--- src/rtl/reg_spill_pkg.sv ---
// Shared definitions for the register spill/fill engine: FSM encoding,
// register-file geometry and index width.
package reg_spill_pkg;

  localparam int NREGS = 16;
  localparam int IDX_W = 4;

  typedef enum logic [2:0] {
    IDLE = 3'd0,
    SCAN = 3'd1,
    RD   = 3'd2,
    MEM  = 3'd3,
    WB   = 3'd4,
    DONE = 3'd5
  } state_e;

endpackage

--- src/rtl/reg_spill_if.sv ---
// Memory port of the spill engine, grouped so master and memory model share one bundle.
interface reg_spill_if #(
  parameter int ADDR_W = 16,
  parameter int DATA_W = 16
);

  // Handshake: mem_req acts as valid and mem_ack as ready. While mem_req is high,
  // mem_we/mem_addr/mem_wdata are held; the transfer completes on the rising edge
  // where mem_ack is sampled high, and mem_rdata is valid alongside that ack.
  logic              mem_req;
  logic              mem_we;
  logic [ADDR_W-1:0] mem_addr;
  logic [DATA_W-1:0] mem_wdata;
  logic [DATA_W-1:0] mem_rdata;
  logic              mem_ack;

  modport master (
    output mem_req, mem_we, mem_addr, mem_wdata,
    input  mem_rdata, mem_ack
  );

  modport slave (
    input  mem_req, mem_we, mem_addr, mem_wdata,
    output mem_rdata, mem_ack
  );

endinterface

--- src/rtl/pri_enc16.sv ---
// Lowest-set-bit priority encoder: 16-bit vector to 4-bit index plus valid flag.
module pri_enc16
  import reg_spill_pkg::*;
(
  input  logic [NREGS-1:0] vec,
  output logic [IDX_W-1:0] idx,
  output logic             valid
);

  // Walk downward so the last hit written is the lowest set bit.
  always_comb begin
    idx   = '0;
    valid = 1'b0;
    for (int i = NREGS - 1; i >= 0; i--) begin
      if (vec[i]) begin
        idx   = IDX_W'(i);
        valid = 1'b1;
      end
    end
  end

endmodule

--- src/rtl/reg_spill.sv ---
// Register spill/fill engine: saves masked registers to base+idx slots or restores them.
// Optional running XOR checksum of transferred words when REG_SPILL_CSUM_EN is defined.
module reg_spill
  import reg_spill_pkg::*;
#(
  parameter int ADDR_W = 16,
  parameter int DATA_W = 16
) (
  input  logic              clk,
  input  logic              rst,
  input  logic              start_save,
  input  logic              start_restore,
  input  logic [NREGS-1:0]  mask,
  input  logic [ADDR_W-1:0] base,
  output logic              busy,
  output logic              done,
  output logic [IDX_W-1:0]  rf_selA,
  input  logic [DATA_W-1:0] rf_a,
  output logic              rf_wen,
  output logic [IDX_W-1:0]  rf_selR,
  output logic [DATA_W-1:0] rf_bus,
  reg_spill_if.master       mem,
  output logic [DATA_W-1:0] csum,
  output state_e            dbg_state
);

  state_e            state, state_n;
  logic [NREGS-1:0]  pending, pending_n;
  logic [IDX_W-1:0]  idx, idx_n;
  logic [ADDR_W-1:0] base_q, base_n;
  logic              save_q, save_n;
  logic [IDX_W-1:0]  sel_a_n, sel_r_n;
  logic [ADDR_W-1:0] addr_q, addr_n;
  logic [DATA_W-1:0] wdata_q, wdata_n, bus_n;
  logic              mem_req_q, mem_we_q;
  logic [IDX_W-1:0]  enc_idx;
  logic              enc_valid;
  logic              start_any;

  assign start_any = start_save | start_restore;

  pri_enc16 u_enc (
    .vec   (pending),
    .idx   (enc_idx),
    .valid (enc_valid)
  );

  always_ff @(posedge clk or negedge rst) begin
    if (!rst) state <= IDLE;
    else      state <= state_n;
  end

  always_comb begin
    state_n   = state;
    pending_n = pending;
    idx_n     = idx;
    base_n    = base_q;
    save_n    = save_q;
    sel_a_n   = rf_selA;
    sel_r_n   = rf_selR;
    addr_n    = addr_q;
    wdata_n   = wdata_q;
    bus_n     = rf_bus;
    case (state)
      IDLE: begin
        if (start_any) begin
          pending_n = mask;
          base_n    = base;
          save_n    = start_save;
          state_n   = SCAN;
        end
      end
      SCAN: begin
        if (!enc_valid) begin
          state_n = DONE;
        end else begin
          idx_n              = enc_idx;
          pending_n[enc_idx] = 1'b0;
          // Slots are fixed per register index, wrapping modulo the address space.
          addr_n             = base_q + ADDR_W'(enc_idx);
          if (save_q) begin
            sel_a_n = enc_idx;
            state_n = RD;
          end else begin
            state_n = MEM;
          end
        end
      end
      RD: begin
        wdata_n = rf_a;
        state_n = MEM;
      end
      MEM: begin
        if (mem.mem_ack) begin
          if (save_q) begin
            state_n = SCAN;
          end else begin
            bus_n   = mem.mem_rdata;
            sel_r_n = idx;
            state_n = WB;
          end
        end
      end
      WB:      state_n = SCAN;
      DONE:    state_n = IDLE;
      default: state_n = IDLE;
    endcase
  end

  // Outputs are registered from the next state so they line up with the state they describe.
  always_ff @(posedge clk or negedge rst) begin
    if (!rst) begin
      pending   <= '0;
      idx       <= '0;
      base_q    <= '0;
      save_q    <= 1'b0;
      addr_q    <= '0;
      wdata_q   <= '0;
      mem_req_q <= 1'b0;
      mem_we_q  <= 1'b0;
      busy      <= 1'b0;
      done      <= 1'b0;
      rf_selA   <= '0;
      rf_wen    <= 1'b0;
      rf_selR   <= '0;
      rf_bus    <= '0;
    end else begin
      pending   <= pending_n;
      idx       <= idx_n;
      base_q    <= base_n;
      save_q    <= save_n;
      addr_q    <= addr_n;
      wdata_q   <= wdata_n;
      mem_req_q <= (state_n == MEM);
      mem_we_q  <= (state_n == MEM) && save_n;
      busy      <= (state_n != IDLE);
      done      <= (state_n == DONE);
      rf_selA   <= sel_a_n;
      rf_wen    <= (state_n == WB);
      rf_selR   <= sel_r_n;
      rf_bus    <= bus_n;
    end
  end

  assign mem.mem_req   = mem_req_q;
  assign mem.mem_we    = mem_we_q;
  assign mem.mem_addr  = addr_q;
  assign mem.mem_wdata = wdata_q;
  assign dbg_state     = state;

`ifdef REG_SPILL_CSUM_EN
  logic [DATA_W-1:0] csum_q;

  always_ff @(posedge clk or negedge rst) begin
    if (!rst) begin
      csum_q <= '0;
    end else if (state == IDLE && start_any) begin
      csum_q <= '0;
    end else if (state == MEM && mem.mem_ack) begin
      csum_q <= csum_q ^ (save_q ? wdata_q : mem.mem_rdata);
    end
  end

  assign csum = csum_q;
`else
  assign csum = '0;
`endif

endmodule

--- src/flat_wrapper.sv ---
// flat-port wrapper written by rule: the top's interface ports become plain ports
module reg_spill_flat import reg_spill_pkg::*;
#(
  parameter int ADDR_W = 16,
  parameter int DATA_W = 16
)
  (clk, rst, start_save, start_restore, mask, base, busy, done, rf_selA, rf_a, rf_wen, rf_selR, rf_bus, csum, dbg_state, mem_mem_req, mem_mem_we, mem_mem_addr, mem_mem_wdata, mem_mem_rdata, mem_mem_ack);
  reg_spill_if #(.ADDR_W(ADDR_W), .DATA_W(DATA_W)) mem_i ();
  input  logic clk;
  input  logic rst;
  input  logic start_save;
  input  logic start_restore;
  input  logic [NREGS-1:0] mask;
  input  logic [ADDR_W-1:0] base;
  output logic busy;
  output logic done;
  output logic [IDX_W-1:0] rf_selA;
  input  logic [DATA_W-1:0] rf_a;
  output logic rf_wen;
  output logic [IDX_W-1:0] rf_selR;
  output logic [DATA_W-1:0] rf_bus;
  output logic [DATA_W-1:0] csum;
  output state_e dbg_state;
  output wire logic [$bits(mem_i.mem_req)-1:0] mem_mem_req;
  output wire logic [$bits(mem_i.mem_we)-1:0] mem_mem_we;
  output wire logic [$bits(mem_i.mem_addr)-1:0] mem_mem_addr;
  output wire logic [$bits(mem_i.mem_wdata)-1:0] mem_mem_wdata;
  input wire logic [$bits(mem_i.mem_rdata)-1:0] mem_mem_rdata;
  input wire logic [$bits(mem_i.mem_ack)-1:0] mem_mem_ack;
  assign mem_mem_req = mem_i.mem_req;
  assign mem_mem_we = mem_i.mem_we;
  assign mem_mem_addr = mem_i.mem_addr;
  assign mem_mem_wdata = mem_i.mem_wdata;
  assign mem_i.mem_rdata = mem_mem_rdata;
  assign mem_i.mem_ack = mem_mem_ack;
  reg_spill #(.ADDR_W(ADDR_W), .DATA_W(DATA_W)) u_core (.clk(clk), .rst(rst), .start_save(start_save), .start_restore(start_restore), .mask(mask), .base(base), .busy(busy), .done(done), .rf_selA(rf_selA), .rf_a(rf_a), .rf_wen(rf_wen), .rf_selR(rf_selR), .rf_bus(rf_bus), .mem(mem_i), .csum(csum), .dbg_state(dbg_state));
endmodule
--- config.mk ---
export PLATFORM = sky130hd
export DESIGN_NAME = reg_spill_flat
export DESIGN_NICKNAME = d
export VERILOG_FILES = /design/src/rtl/reg_spill_pkg.sv /design/src/rtl/reg_spill_if.sv /design/src/rtl/pri_enc16.sv /design/src/rtl/reg_spill.sv /design/src/flat_wrapper.sv
export SDC_FILE = /design/constraint.sdc
export NUM_CORES = 1
export LEC_CHECK = 0
export ABC_AREA = 1
export CAP_MARGIN = 10
export CORE_MARGIN = 1.5
export CORE_UTILIZATION = 42
export DETAILED_ROUTE_END_ITERATION = 16
export GPL_TIMING_DRIVEN = 0
export PLACE_DENSITY_LB_ADDON = 0.12
export SETUP_SLACK_MARGIN = 0.4
export SLEW_MARGIN = 20
export SYNTH_ARGS = -nofsm -noshare
export SYNTH_HDL_FRONTEND = slang
export SYNTH_SLANG_ARGS = --single-unit
--- constraint.sdc ---
create_clock -name clk -period 2.8 [get_ports clk]
set_input_delay 0.84 -clock clk [delete_from_list [all_inputs] [get_ports clk]]
set_output_delay 0.84 -clock clk [all_outputs]
set_load 0.05 [all_outputs]
==> results of run 1 <==
registers in the layout (all words and copies together), names as in the netlist, 3 cells and up:
| signal | cells |
|---|---|
| u_core.dbg_state | 3 |
| u_core.idx | 4 |
| u_core.mem.mem_wdata | 16 |
| u_core.rf_selR | 4 |
| u_core.mem.mem_addr | 16 |
| u_core.pending | 16 |
| u_core.base_q | 16 |
| u_core.rf_bus | 16 |
| u_core.rf_selA | 4 |
logic make-up (layout without fill, tap and decap cells):
| logic type | count (synthesis) | count (layout) | share of synthesized area |
|---|---|---|---|
| AND/OR/NAND/NOR | 331 | 331 | 0.290 |
| flip-flops | 101 | 101 | 0.528 |
| buffers and inverters | 99 | 265 | 0.0964 |
| AO/OA/AOI/OAI | 47 | 47 | 0.0591 |
| XOR/XNOR | 6 | 6 | 0.0110 |
| adder cells (fa/ha/maj) | 5 | 5 | 0.0146 |
| other | 1 | 16 | 0.000783 |
repair_timing:
action                                 CTS  global route
endpoints found under the hold margin    0             0
resized for setup                       10            20
gates cloned                             0             0
setup buffers                           14             3
setup endpoints to repair               17            27
pin swaps                               10             8
worst max-delay path by stage:
| stage | depth (start not counted) | slack (ps) | start | endpoint |
|---|---|---|---|---|
| finish | 30 | -250 | u_core.pending[14] | u_core.mem.mem_addr[12] |
| detailed placement | 31 | -410 | u_core.pending[14] | u_core.mem.mem_addr[14] |
| global route | 31 | -510 | u_core.pending[14] | u_core.mem.mem_addr[14] |
| global placement | 1 | -2930 | rst | u_core.mem.mem_addr[15] |
| CTS | 31 | -380 | u_core.pending[14] | u_core.mem.mem_addr[14] |
| floorplan | 31 | -70 | u_core.pending[14] | u_core.mem.mem_addr[14] |
critical path, delay by kind of cell (launching register included):
family	cells	cell delay, ps
adders and majority gates	2	490
xor gates and xnor gates	1	130
and+or+nand+nor	21	1460
buffers and inverters	4	270
AOI/OAI and AO/OA	2	230
DFF	1	380
cell usage in the layout (no fill, tap or decap), types with 9 or more instances in the layout:
cell type / count
sky130_fd_sc_hd__o21ai_1: 13
sky130_fd_sc_hd__nor2_1: 18
sky130_fd_sc_hd__dlymetal6s2s_1: 14
sky130_fd_sc_hd__clkbuf_1: 11
sky130_fd_sc_hd__conb_1: 16
sky130_fd_sc_hd__o21ai_0: 17
sky130_fd_sc_hd__nand2_1: 260
sky130_fd_sc_hd__clkdlybuf4s50_1: 111
sky130_fd_sc_hd__inv_1: 57
sky130_fd_sc_hd__nand3_1: 14
sky130_fd_sc_hd__nand4_1: 10
sky130_fd_sc_hd__dfrtp_1: 101
sky130_fd_sc_hd__clkbuf_16: 9
sky130_fd_sc_hd__buf_4: 32
power by group:
part,switching (W),total [W],internal [W]
registers,0.000462,0.00260,0.00214
clock network,0.000537,0.00126,0.000719
logic,0.00338,0.00508,0.00170
layout make-up:
type                       instances  area, um^2
clock inverter                     5        58.8
clock buffer                      11         243
timing repair buffer             150        1510
buffer                            34         216
fill                             995        4080
sequential                       101        2530
tap                              140         175
multi-input combinational        405        1920
inverter                          65         248
through the flow:
step                cell area (um^2)  setup slack (ps)  instances
floorplan                       4870             -73.6        605
global placement                6370             -2930        877
detailed placement              6400              -410        878
CTS                             6820              -380        908
global route                    6900              -511        911
finish                          6900              -254        911
per-layer routing:
layer  GRT usage  wire (um)  vias up
li1            -          -     2145
met1       0.274       5320     2012
met2       0.359       6110      106
met3      0.0504        539        8
met4      0.0519        119        0
met5           0          0        -
==> flow_summary.toml, run 1 <==
[critical_path]
worst-endpoint-required_ps = 3040
timing.critical_path.to_type = "flop"
cp_slowest_stage_delay_ps = 380
regToRegEndpoint = "u_core.mem.mem_addr[12]"
cpMaxStageDelayCell = "sky130_fd_sc_hd__dfrtp_1"
timing.rr.start = "u_core.pending[14]"
critical-path-top-cell-by-count = "sky130_fd_sc_hd__nand2_1"
timing_worst_setup_path_type = "flop to flop"
regToRegSetupSlack_ps = -250
worst_r2r_path_depth = 30
worstPathMaxFanout = 2
cp.arrival_ps = 3290
worstSetupStartpointType = "flop"

[timing]
hold_ws_ps = 399
final_setup_violation_count = 8
timing.final.crit_share = 1.09
tns_setup_ps = -1070
finalWorstSetupSlack_ps = -254
max_fclk_mhz = 327
slew_headroom = 0.637
worst-slew-pin-transition_ps = 544
number_of_slew_limit_violations_in_the_final_report = 0
timing.clock.skew_ps = 5.10
timing_hold_violations_final = 0
min_period_ps = 3050
rsz0062_at_grt = "yes"

[synth]
synth_sequential_area_ratio = 0.528
yosys_top_cell_by_area = "sky130_fd_sc_hd__dfrtp_1"
synth_top_cell_area_share = 0.528
synth_top_cells_by_area = "sky130_fd_sc_hd__dfrtp_1, sky130_fd_sc_hd__nand2_1, sky130_fd_sc_hd__inv_1, sky130_fd_sc_hd__buf_4, sky130_fd_sc_hd__o21ai_0"
post_synth_most_frequent_cells = "sky130_fd_sc_hd__nand2_1, sky130_fd_sc_hd__dfrtp_1, sky130_fd_sc_hd__inv_1"
synth_flop_cell = "sky130_fd_sc_hd__dfrtp_1"
post_synth_instance_area_mm2 = 0.00479
number_of_synthesized_flops_with_an_enable_pin = 0
ys_warn_count = 0
postSynthRegisterBits = 101
synthCells = 590
synth_most_common_cell = "sky130_fd_sc_hd__nand2_1"
postSynthAreaPerCell_um2 = 8.11
synth.lib_cells_used.distinct = 39
synth-async-reset-ratio = 1.00

[placement]
gp_congestion = 0.836
dp.final_hpwl_um = 8710
place.port_buffers = 132

[die]
floorplan.core_area_mm2 = 0.0110
overall_die_width_um = 110
initial_core_util = 0.436
fp-row-count = 38
floorplan_die_height_um = 110
die_area_mm2 = 0.0120
design.portCount = 149

[drt]
routed_wl_um = 12100
drt_first_pass_iters = 6
ant_nets = 0
wl_per_cell_um = 13.3
initialDrtViolationCount = 112
count_of_vias_placed_by_the_detailed_router = 4271
drc = 0
drt-vias-per-instance = 4.69

[power]
power.density_mw_per_mm2 = 1290
design_power_total_w = 0.00893
ir_drop_uv = 789
power_leakage_nw = 3.63

[cts]
cts-root-buf = "sky130_fd_sc_hd__clkbuf_16"
postCtsHoldBufs = 0
clock_pin_slew_on_the_worst_setup_and_hold_paths_ps = 70
tritoncts = "built"
clkLatencyLatePin_ps = 350
cts.sink_count = 101
number_of_h_tree_levels = 3
cts_inserted_buffers = 9
cts.path.max_buffers = 2

[global_route]
grt_first_pass_wirelength_um = 19500
antenna_violations_before_repair = 0
first_global_vias = 4035
grt_use_total = 0.212
pin_count_of_the_biggest_net_entering_global_routing = 60
gr-total-overflow = 0

[cells_and_area]
antenna-diode-count = 0
syn_to_final_growth_pct = 44.1
post_route_cells_drive_above_1_share = 0.123
finish.net_count = 840
finalCoreUtilization = 0.628

[run_status]
violations = "negative setup slack"
outcome = "complete, but fails checks"

[min_path]
worst_hold_path_type = "input port to async pin"

[job]
maxCapViolCount = 0
(Power assumes the default switching activity.)
==> inputs of run 2 (changes only) <==
--- a/config.mk
+++ b/config.mk
@@ -7,7 +7,7 @@
 export LEC_CHECK = 0
 export ABC_AREA = 1
 export CAP_MARGIN = 10
-export CORE_MARGIN = 1.5
+export CORE_MARGIN = 4
 export CORE_UTILIZATION = 42
 export DETAILED_ROUTE_END_ITERATION = 16
 export GPL_TIMING_DRIVEN = 0
==> flow_summary.toml, run 2 (synthesis results as in run 1) <==
[timing]
timing_hold_violations_final = 0
timing.final.crit_share = 1.07
slew_headroom = 0.642
max_fclk_mhz = 334
min_period_ps = 3000
hold_ws_ps = 408
final_setup_violation_count = 7
number_of_slew_limit_violations_in_the_final_report = 0
rsz0062_at_grt = "yes"
tns_setup_ps = -644
timing.clock.skew_ps = 10.5
worst-slew-pin-transition_ps = 536
finalWorstSetupSlack_ps = -198

[global_route]
grt_use_total = 0.198
gr-total-overflow = 0
globalRoute.busiestLayer = "met2"
pin_count_of_the_biggest_net_entering_global_routing = 56
grt.met3_usage = 0.0511
global_route.usage.met2 = 0.326
met1_capacity_usage_during_global_routing = 0.256
antenna_violations_before_repair = 0
grt_first_pass_wirelength_um = 20500
first_global_vias = 4286

[critical_path]
critPathTopFamily = "simple AND/OR/NAND/NOR gates"
worstSetupStartpointType = "flop"
timing.critical_path.to_type = "flop"
cp.arrival_ps = 3240
timing_worst_setup_path_type = "flop to flop"
cp_slowest_stage_delay_ps = 380
worstPathMaxFanout = 2
cpMaxStageDelayCell = "sky130_fd_sc_hd__dfrtp_1"
cp_num_buf_inv = 3
worst-endpoint-required_ps = 3050
critical-path-top-cell-by-count = "sky130_fd_sc_hd__nand2_1"

[power]
power.density_mw_per_mm2 = 1300
design_power_total_w = 0.00905
ir_drop_uv = 674
power_leakage_nw = 3.75

[die]
overall_die_width_um = 115
design.portCount = 149
initial_core_util = 0.436
floorplan_die_height_um = 115
die_area_mm2 = 0.0132
floorplan.core_area_mm2 = 0.0110
fp-row-count = 38

[drt]
initialDrtViolationCount = 213
count_of_vias_placed_by_the_detailed_router = 4289
routed_wl_um = 12500
ant_nets = 0
drt-vias-per-instance = 4.70
drt_first_pass_iters = 4
drc = 0
wl_per_cell_um = 13.7

[cells_and_area]
finish.net_count = 841
syn_to_final_growth_pct = 45.2
most_frequent_standard_cell_in_the_layout_excluding_fill_and_tap_cells = "sky130_fd_sc_hd__nand2_1"
antenna-diode-count = 0
final_cell_mix = "sky130_fd_sc_hd__nand2_1, sky130_fd_sc_hd__dfrtp_1, sky130_fd_sc_hd__clkdlybuf4s50_1"
post_route_cells_drive_above_1_share = 0.127
layout.cell_area.non_filler_mm2 = 0.00695

[job]
maxCapViolCount = 0

[cts]
clock_pin_slew_on_the_worst_setup_and_hold_paths_ps = 70
cts-root-buf = "sky130_fd_sc_hd__clkbuf_16"
postCtsHoldBufs = 0
cts.path.max_buffers = 2
cts_inserted_buffers = 9
clkLatencyLatePin_ps = 350
cts.sink_count = 101
tritoncts = "built"
number_of_h_tree_levels = 3

[placement]
post_dp_cell_area_mm2 = 0.00640
gp_congestion = 0.843
placement.setup.worst_slack_ps = -431
dp.final_hpwl_um = 9080
place.port_buffers = 132

[run_status]
violations = "negative setup slack"
outcome = "complete, but fails checks"

[min_path]
worst_hold_path_type = "input port to async pin"
run 2: final timing paths:
path                       slack (ps)                       to  cells after the start               start
min reg2reg                       470        u_core.rf_selR[0]                      2       u_core.idx[0]
max in group asynchronous        1770         u_core.base_q[7]                      2                 rst
min in group clk                  470        u_core.rf_selR[0]                      2       u_core.idx[0]
min                               410         u_core.rf_bus[5]                      1                 rst
max reg2reg                      -200  u_core.mem.mem_addr[14]                     31  u_core.pending[14]
max                              -200  u_core.mem.mem_addr[14]                     31  u_core.pending[14]
run 2: through the flow:
stage	cells	util
5_1_grt	912	0.633
4_1_cts	907	0.624
3_3_place_gp	877	0.580
2_1_floorplan	605	-
3_5_place_dp	878	0.582
6_report	912	0.633
run 2: power by group:
group          internal, W  switching, W  total (W)  leakage [nW]
Combinational      0.00168       0.00339    0.00507          2.32
Sequential         0.00213      0.000444    0.00258          1.27
Clock             0.000841      0.000556    0.00140         0.167
Total              0.00466       0.00439    0.00905          3.75
run 2: layout make-up:
class / count / area (um^2)
multi-input combinational: 405 / 1920
buffer: 34 / 216
timing repair buffer: 151 / 1530
tap: 140 / 175
clock buffer: 11 / 253
sequential: 101 / 2530
fill: 981 / 4030
clock inverter: 5 / 86.3
inverter: 65 / 248
run 2: metal layers:
| metal | up-vias | wire length, um |
|---|---|---|
| met1 | 2030 | 5450 |
| met3 | 17 | 676 |
| li1 | 2138 | - |
| met4 | 0 | 244 |
| met5 | - | 0 |
| met2 | 104 | 6110 |
run 2: repair_timing:
item / in CTS / in global routing
setup endpoints to repair: 21 / 34
pin swaps: 10 / 11
resized for setup: 16 / 24
buffers inserted: 13 / 5
==> inputs of run 3 (changes only) <==
--- a/config.mk
+++ b/config.mk
@@ -12,6 +12,7 @@
 export DETAILED_ROUTE_END_ITERATION = 16
 export GPL_TIMING_DRIVEN = 0
 export PLACE_DENSITY_LB_ADDON = 0.12
+export RECOVER_POWER = 25
 export SETUP_SLACK_MARGIN = 0.4
 export SLEW_MARGIN = 20
 export SYNTH_ARGS = -nofsm -noshare
==> flow_summary.toml, run 3 (synthesis results as in run 1) <==
[run_status]
outcome = "complete, but fails checks"
violations = "negative setup slack"

[cells_and_area]
finish.net_count = 841
most_frequent_standard_cell_in_the_layout_excluding_fill_and_tap_cells = "sky130_fd_sc_hd__nand2_1"
antenna-diode-count = 0
finalCoreUtilization = 0.631
syn_to_final_growth_pct = 44.7
post_route_cells_drive_above_1_share = 0.127
final_cell_mix = "sky130_fd_sc_hd__nand2_1, sky130_fd_sc_hd__dfrtp_1, sky130_fd_sc_hd__clkdlybuf4s50_1"

[timing]
max_fclk_mhz = 333
timing_hold_violations_final = 0
worst-slew-pin-transition_ps = 1140
timing.final.crit_share = 1.07
timing.clock.skew_ps = 12.2
slew_headroom = 0.240
rsz0062_at_grt = "yes"
number_of_slew_limit_violations_in_the_final_report = 0
min_period_ps = 3000
final_setup_violation_count = 7
finalWorstSetupSlack_ps = -200

[global_route]
gr-total-overflow = 0
grt_use_total = 0.198
first_global_vias = 4286
antenna_violations_before_repair = 0
grt_first_pass_wirelength_um = 20500
pin_count_of_the_biggest_net_entering_global_routing = 56

[drt]
initialDrtViolationCount = 174
wl_per_cell_um = 13.7
drc = 0
routed_wl_um = 12500
drt_first_pass_iters = 4
count_of_vias_placed_by_the_detailed_router = 4303
drt-vias-per-instance = 4.72
ant_nets = 0

[critical_path]
worstPathMaxFanout = 2
cpMaxStageDelayCell = "sky130_fd_sc_hd__dfrtp_1"
regToRegSetupSlack_ps = -200
timing_worst_setup_path_type = "flop to flop"
cp.arrival_ps = 3250
critical-path-top-cell-by-count = "sky130_fd_sc_hd__nand2_1"
worst-endpoint-required_ps = 3050
worstSetupStartpointType = "flop"
critPathCapture = "u_core.mem.mem_addr[14]"
regToRegEndpoint = "u_core.mem.mem_addr[14]"
first_element_of_the_critical_path = "u_core.pending[14]"
timing.rr.start = "u_core.pending[14]"
cp_slowest_stage_delay_ps = 380
timing.critical_path.to_type = "flop"
worst_r2r_path_depth = 31

[cts]
tritoncts = "built"
cts.sink_count = 101
postCtsHoldBufs = 0
cts-root-buf = "sky130_fd_sc_hd__clkbuf_16"
clock_pin_slew_on_the_worst_setup_and_hold_paths_ps = 70
number_of_h_tree_levels = 3
cts_inserted_buffers = 9
cts.path.max_buffers = 2
clkLatencyLatePin_ps = 360

[job]
maxCapViolCount = 0

[min_path]
worst_hold_path_type = "flop to flop"
hold_path_startpoint = "u_core.idx[0]"

[power]
power.density_mw_per_mm2 = 1310
power_leakage_nw = 3.74
ir_drop_uv = 674

[die]
floorplan_die_height_um = 115
design.portCount = 149
fp-row-count = 38
overall_die_width_um = 115
initial_core_util = 0.436
die_area_mm2 = 0.0132
floorplan.core_area_mm2 = 0.0110

[placement]
placement.setup.worst_slack_ps = -431
dp.final_hpwl_um = 9080
place.port_buffers = 132
gp_congestion = 0.843
run 3: how the worst min path moves through the flow:
stage / slack [ps] / end / depth (start not counted)
floorplan: 440 / u_core.rf_selR[0] / 2
global route: 500 / u_core.rf_bus[11] / 2
finish: 470 / u_core.rf_selR[0] / 2
CTS: 420 / u_core.mem.mem_wdata[4] / 1
global placement: 460 / u_core.mem.mem_wdata[12] / 2
detailed placement: 460 / u_core.rf_selR[0] / 2
run 3: per-stage QoR:
step | setup TNS, ps | instances | area, um^2 | power [W] | hold WS (ps)
floorplan | -73.6 | 605 | 4870 | 0.00595 | 442
global placement | -291800 | 877 | 6370 | 0.00745 | 455
finish | -669 | 912 | 6930 | 0.00904 | 475
CTS | -1080 | 907 | 6850 | 0.00908 | 423
global route | -2730 | 912 | 6930 | 0.00967 | 499
detailed placement | -1170 | 878 | 6400 | 0.00753 | 462
run 3: worst max-delay path, delay by kind of cell (launching register included):
kind	cells	cell delay, ps
flip-flops	1	380
AND/OR/NAND/NOR	24	1560
AO/OA/AOI/OAI	1	160
buffers and inverters	3	140
adder cells (fa/ha/maj)	2	490
XOR/XNOR	1	140
run 3: what timing repair did:
item                       CTS  global route
pin swaps                   10            11
setup buffers               13             5
resized for setup           16            24
setup endpoints to repair   21            34
run 3: power breakdown:
part | internal (W) | total [W] | leakage (nW) | switching (W)
Sequential | 0.00213 | 0.00258 | 1.27 | 0.000446
Clock | 0.000841 | 0.00140 | 0.167 | 0.000554
Combinational | 0.00168 | 0.00506 | 2.31 | 0.00339
run 3: layer usage:
layer / track usage / vias up / routed length (um)
li1: - / 2138 / -
met1: 0.256 / 2034 / 5480
met2: 0.326 / 114 / 6120
met3: 0.0511 / 17 / 642
met4: 0.0673 / 0 / 240
met5: 0 / - / 0
run 3: final cells by class:
class	count	area, um^2
Fill cell	985	4060
Sequential cell	101	2530
Multi-Input combinational cell	405	1920
Timing Repair Buffer	151	1500
Clock buffer	11	253
Inverter	65	248
Buffer	34	216
Tap cell	140	175
Clock inverter	5	86.3
